**src/rtl/ex_muldiv_unit.sv**
```systemverilog
// Iterative multiply/divide unit for the EX stage: a 32-step shift-add or restoring
// shift-subtract engine that writes HI/LO and stalls the front end until done.
module ex_muldiv_unit #(
    parameter int WIDTH = 32
) (
    input  logic             clock,
    input  logic             reset,
    input  logic             estart,
    input  logic [1:0]       eop,
    input  logic [WIDTH-1:0] ea,
    input  logic [WIDTH-1:0] eb,
    input  logic             ekill,
    output logic             stall,
    output logic             busy,
    output logic             done,
    output logic [WIDTH-1:0] hi,
    output logic [WIDTH-1:0] lo
);

    localparam int CW = $clog2(WIDTH);
    localparam logic [CW-1:0] LAST = CW'(WIDTH - 1);

    typedef enum logic [1:0] {S_IDLE, S_CALC, S_FIX, S_DONE} state_t;

    state_t state_q, state_d;

    logic [CW-1:0]      count_q, count_d;
    logic [2*WIDTH-1:0] acc_q, acc_d;
    logic [WIDTH-1:0]   opnd_q, opnd_d;
    logic [WIDTH-1:0]   hi_q, hi_d, lo_q, lo_d;
    logic               is_div_q, is_div_d;
    logic               neg_res_q, neg_res_d;
    logic               neg_rem_q, neg_rem_d;
    logic               dz_q, dz_d;

    // eop[0]=0 selects the signed flavour of either operation
    logic             sign_a, sign_b;
    logic [WIDTH-1:0] abs_a, abs_b;
    assign sign_a = ~eop[0] & ea[WIDTH-1];
    assign sign_b = ~eop[0] & eb[WIDTH-1];
    assign abs_a  = sign_a ? -ea : ea;
    assign abs_b  = sign_b ? -eb : eb;

    // acc holds {partial product, multiplier} for mul and {remainder, quotient} for div
    logic [WIDTH:0]     mul_sum, div_shift, div_diff;
    logic [2*WIDTH-1:0] prod_fix;
    logic [WIDTH-1:0]   quo_fix, rem_fix;
    assign mul_sum   = {1'b0, acc_q[2*WIDTH-1:WIDTH]} + (acc_q[0] ? {1'b0, opnd_q} : '0);
    assign div_shift = acc_q[2*WIDTH-1:WIDTH-1];
    assign div_diff  = div_shift - {1'b0, opnd_q};
    assign prod_fix  = neg_res_q ? -acc_q : acc_q;
    assign quo_fix   = neg_res_q ? -acc_q[WIDTH-1:0] : acc_q[WIDTH-1:0];
    assign rem_fix   = neg_rem_q ? -acc_q[2*WIDTH-1:WIDTH] : acc_q[2*WIDTH-1:WIDTH];

    // NOTE: sequential state uses non-blocking assignments so every register samples
    // pre-edge values; blocking here would create order-dependent simulation.
    always_ff @(posedge clock or posedge reset) begin
        if (reset) state_q <= S_IDLE;
        else       state_q <= state_d;
    end

    // NOTE: every combinational output gets a default before the case, so no path
    // leaves it unassigned and no latch is inferred.
    always_comb begin
        state_d = state_q;
        if (ekill) begin
            state_d = S_IDLE;
        end else begin
            case (state_q)
                S_IDLE:  if (estart) state_d = S_CALC;
                S_CALC:  if (count_q == LAST) state_d = S_FIX;
                S_FIX:   state_d = S_DONE;
                S_DONE:  state_d = S_IDLE;
                default: state_d = S_IDLE;
            endcase
        end
    end

    always_comb begin
        stall = 1'b0;
        busy  = 1'b0;
        done  = 1'b0;
        if (!reset) begin
            busy  = (state_q != S_IDLE);
            done  = (state_q == S_DONE);
            stall = (state_q == S_IDLE && estart && !ekill) ||
                    (state_q == S_CALC) || (state_q == S_FIX);
        end
    end

    always_comb begin
        count_d   = count_q;
        acc_d     = acc_q;
        opnd_d    = opnd_q;
        hi_d      = hi_q;
        lo_d      = lo_q;
        is_div_d  = is_div_q;
        neg_res_d = neg_res_q;
        neg_rem_d = neg_rem_q;
        dz_d      = dz_q;
        case (state_q)
            S_IDLE: begin
                if (estart && !ekill) begin
                    count_d   = '0;
                    is_div_d  = eop[1];
                    neg_res_d = sign_a ^ sign_b;
                    neg_rem_d = sign_a;
                    dz_d      = eop[1] && (eb == '0);
                    if (eop[1]) begin
                        acc_d  = {{WIDTH{1'b0}}, abs_a};
                        opnd_d = abs_b;
                    end else begin
                        acc_d  = {{WIDTH{1'b0}}, abs_b};
                        opnd_d = abs_a;
                    end
                end
            end
            S_CALC: begin
                count_d = count_q + 1'b1;
                if (is_div_q) begin
                    if (!div_diff[WIDTH]) acc_d = {div_diff[WIDTH-1:0], acc_q[WIDTH-2:0], 1'b1};
                    else                  acc_d = {div_shift[WIDTH-1:0], acc_q[WIDTH-2:0], 1'b0};
                end else begin
                    acc_d = {mul_sum, acc_q[WIDTH-1:1]};
                end
            end
            S_FIX: begin
                if (!ekill) begin
                    if (is_div_q) begin
                        // divide by zero leaves quotient all ones and remainder = ea
                        hi_d = rem_fix;
                        lo_d = dz_q ? '1 : quo_fix;
                    end else begin
                        {hi_d, lo_d} = prod_fix;
                    end
                end
            end
            default: ;
        endcase
    end

    always_ff @(posedge clock or posedge reset) begin
        if (reset) begin
            count_q   <= '0;
            acc_q     <= '0;
            opnd_q    <= '0;
            hi_q      <= '0;
            lo_q      <= '0;
            is_div_q  <= 1'b0;
            neg_res_q <= 1'b0;
            neg_rem_q <= 1'b0;
            dz_q      <= 1'b0;
        end else begin
            count_q   <= count_d;
            acc_q     <= acc_d;
            opnd_q    <= opnd_d;
            hi_q      <= hi_d;
            lo_q      <= lo_d;
            is_div_q  <= is_div_d;
            neg_res_q <= neg_res_d;
            neg_rem_q <= neg_rem_d;
            dz_q      <= dz_d;
        end
    end

    assign hi = hi_q;
    assign lo = lo_q;

endmodule

```
**config.mk**
```make
export PLATFORM = sky130hd
export DESIGN_NAME = ex_muldiv_unit
export DESIGN_NICKNAME = d
export VERILOG_FILES = /design/src/rtl/ex_muldiv_unit.sv
export SDC_FILE = /design/constraint.sdc
export NUM_CORES = 1
export LEC_CHECK = 0
export ABC_AREA = 1
export CELL_PAD_IN_SITES_DETAIL_PLACEMENT = 0
export CELL_PAD_IN_SITES_GLOBAL_PLACEMENT = 1
export CORE_MARGIN = 5
export CORE_UTILIZATION = 45
export CTS_CLUSTER_DIAMETER = 60
export DETAILED_ROUTE_END_ITERATION = 16
export PLACE_DENSITY = 0.95
export SETUP_SLACK_MARGIN = 0.15
export SLEW_MARGIN = 20
export SYNTH_ARGS = -nofsm -noshare
export SYNTH_HDL_FRONTEND = slang
export SYNTH_SLANG_ARGS = --single-unit
```
**constraint.sdc**
```tcl
create_clock -name clock -period 14.4 [get_ports clock]
set_input_delay 2.88 -clock clock [delete_from_list [all_inputs] [get_ports clock]]
set_output_delay 2.88 -clock clock [all_outputs]
set_load 0.03 [all_outputs]
```
==> reports/results.tsv <==
stage	metric	value	unit
hold_path	Hold Path End	hi[16]	
grt	first-pass GRT wire length	111000	microns
cells_and_area	Filler Cell Count	4310	
setup_path	critical path class	input port to primary output	
placed_design	area post-placement	19900	sq um
routing	routed wire length	72900	microns
power	Pwr Density	249	nW/um^2
cells_and_area	Multi-input gate area	11800	sq um
hold_path	Hold Crit Depth	2	
clock_network	post-CTS resize count	0	
clock_network	Worst-path clk slew	0.07	ns
sta	endpoints failing setup	0	
setup_path	crit-path max FO	19	
setup_path	R2R Setup Slk	10.63	ns
setup_path	crit-path most repeated cell	clkdlybuf4s50_1	
routing	post-route ant nets	0	
clock_network	buffer depth of the longest clock path	2	
routing	Avg WL per Cell	19.4	microns
cells_and_area	final non-filler cell area	20600	sq um
die	Die Area	44500	sq um
hold_path	min-delay src	hi[16]	
setup_path	Bufs and invs on worst path	3	
power	Peak supply drop	0.144	mV
cells_and_area	most frequent cells in the layout	1097 x nand2_1, 428 x inv_1, 354 x nor2_1	
status	outcome	finished clean	
cells_and_area	NumNets Final	3368	
die	DIE WIDTH	211	microns
clock_network	Post-CTS Hold Fix Bufs	0	
clock_network	CTS tree	done	
setup_path	Reg-to-Reg End	count_q[3]	
grt	vias in the first global route	19000	
power	Tot Pwr	5.12	mW
sta	Fin Setup TNS	0	ns
setup_path	CP Cell Sequence	clkdlybuf4s50_1, inv_1, nand3_2, a31oi_1, clkdlybuf4s50_1	
grt	initial antenna violation count	1	
placed_design	routability cong.	1.03	
synthesis	dominant synthesized flop cell	dfrtp_1	
setup_path	worst stage delay on the critical path	0.70	ns
cells_and_area	most common cell after layout, fill and taps aside	nand2_1	
placed_design	Port Buffer Count	136	
sta	worst-margin pin slew	0.952	ns
clock_network	clk_lat worst skew	0.48	ns
clock_network	Post-CTS Setup Bufs	0	
grt	pin count of the biggest net entering global routing	78	
sta	Final min period	7.75	ns
routing	Vias/cell	5.49	
sta	worst hold slack	0.480	ns
sta	period utilization	0.538	
setup_path	Worst EP arrival	4.87	ns
setup_path	CP required	11.52	ns
routing	Initial DRC Count	1936	
die	Placeable Area	39800	sq um
die	starting density of the core	0.457	
die	die height	211	microns
setup_path	worst reg2reg path depth	10	
hold_path	Hold/Removal Path Class	flip-flop to flip-flop	
synthesis	#FFs+latches synth	171	
cells_and_area	layout cells sized above 1	0.0355	
job	Max Cap Viol	0	
clock_network	CTS Buf Count	17	
power	Pleak	10.8	nW
setup_path	slowest CP cell	clkdlybuf4s50_1	
synthesis	Yosys cell types	55	
clock_network	CTS HTree Levels	4	
synthesis	post-synthesis net count	3295	
grt	GRT Total Usage	0.319	
synthesis	async set-or-reset flop fraction in the synthesized netlist	1.00	
synthesis	average instance area after synthesis	5.78	sq um
routing	DRT Pass-1 Iters	6	
synthesis	Post-synth EDFFs	0	
setup_path	r2r startpoint	state_q[1]	
cells_and_area	fin util	0.517	
sta	Fmax	129	MHz
routing	vias	20700	
setup_path	CP Launch Type	input port	
clock_network	clk sinks	171	
die	total I/O pin count	137	
placed_design	dpl hpwl	60000	microns
routing	Remaining DRCs	0	
sta	RSZ-0062 raised after global routing	false	
sta	Max Clock Skew	0.0201	ns
sta	Relative slew margins	0.365	
grt	grt ovf	0	
synthesis	cells after synthesis	3149	
clock_network	clk root buf	clkbuf_16	
cells_and_area	Reg area	4280	sq um
synthesis	Mapped Area	18200	sq um
cells_and_area	area delta synth->final	13.2	%
die	standard-cell rows	73	
synthesis	yosys warns	0	
setup_path	Top delay family on crit path	buffers and inverters	
sta	Slew Viols, Final	0	
setup_path	endpoint type of the worst setup path	primary output	
sta	Hold Violations, Final	0	
synthesis	Seq/Total Area, Yosys	0.235	
cells in the mapped netlist (all sizes together) (6+ instances only):
| library cell | count | area [sq um] |
|---|---|---|
| a31oi | 17 | 106 |
| xor2 | 70 | 613 |
| nand4 | 41 | 257 |
| ha | 74 | 926 |
| nand3 | 300 | 1560 |
| o211ai | 28 | 210 |
| nor4 | 6 | 37.5 |
| o21ai | 146 | 731 |
| dfrtp | 171 | 4280 |
| nand2 | 1113 | 4250 |
| o22ai | 12 | 75.1 |
| a21oi | 152 | 776 |
| inv | 435 | 1630 |
| clkbuf | 64 | 240 |
| nand3b | 19 | 143 |
| xnor2 | 15 | 131 |
| o221ai | 7 | 61.3 |
| nor2 | 372 | 1460 |
| nor3 | 24 | 148 |
| buf | 38 | 210 |
| o21bai | 8 | 60.1 |
sequential cells by signal, indices dropped and copies added (netlist names):
signal     flops
dz_q           1
lo            32
hi            32
opnd_q        32
is_div_q       1
neg_rem_q      1
state_q        2
neg_res_q      1
acc_q         64
count_q        5
metal layers:
metal,share of wire,vias to the layer above,track usage,wire (microns)
met2,0.44,854,0.495,32100
met5,0,-,0,0
met1,0.44,9494,0.450,31800
li1,-,10200,-,-
met3,0.079,146,0.0446,5770
met4,0.044,0,0.124,3200
logic make-up (layout without fill, tap and decap cells):
family / Yosys count / after routing / share of synthesized area
and+or+nand+nor: 1884 / 1884 / 0.435
other: 0 / 1 / 0
AOI/OAI and AO/OA: 392 / 392 / 0.120
DFF: 171 / 171 / 0.235
adders and majority gates: 76 / 76 / 0.0531
buffers and inverters: 541 / 627 / 0.115
xor gates and xnor gates: 85 / 85 / 0.0409
per-stage QoR:
stage,setup slack [ns],cells
after global routing,6.58,3761
after global placement,6.71,3728
after detailed placement,6.69,3728
final,6.65,3761
after CTS,6.67,3760
after floorplan,6.89,3149
how the worst max path moves through the flow:
stage                     cells past startpoint       end   from
after floorplan                               1  acc_q[0]  reset
after global placement                        5     stall  ekill
after detailed placement                      5     stall  ekill
after CTS                                     5     stall  ekill
after global routing                          5     stall  ekill
final                                         5     stall  ekill
final cells by class:
type | count | area share
Clock inverter | 15 | 0.0105
Multi-Input combinational cell | 2437 | 0.575
Antenna cell | 1 | 0.000122
Sequential cell | 171 | 0.208
Timing Repair Buffer | 156 | 0.0734
Clock buffer | 17 | 0.0207
Tap cell | 525 | 0.0319
Inverter | 439 | 0.0803
worst register-to-register path, cell delays in order (launching register included):
cell	delay (ns)
dfrtp_1	0.41
inv_1	0.12
ha_1	0.25
nand3_2	0.42
inv_1	0.89
a21oi_4	0.01
buf_4	0.33
inv_2	0.73
nand4_1	0.23
o22ai_1	0.19
a21oi_1	0.07
where the power goes:
group          total [mW]  switching (mW)  leakage [nW]  internal (mW)
Combinational        3.59            2.44          8.37           1.15
Sequential           1.04           0.351          2.12          0.692
Clock               0.495           0.256         0.305          0.240
Note: power is estimated with default switching activity, not from simulation.
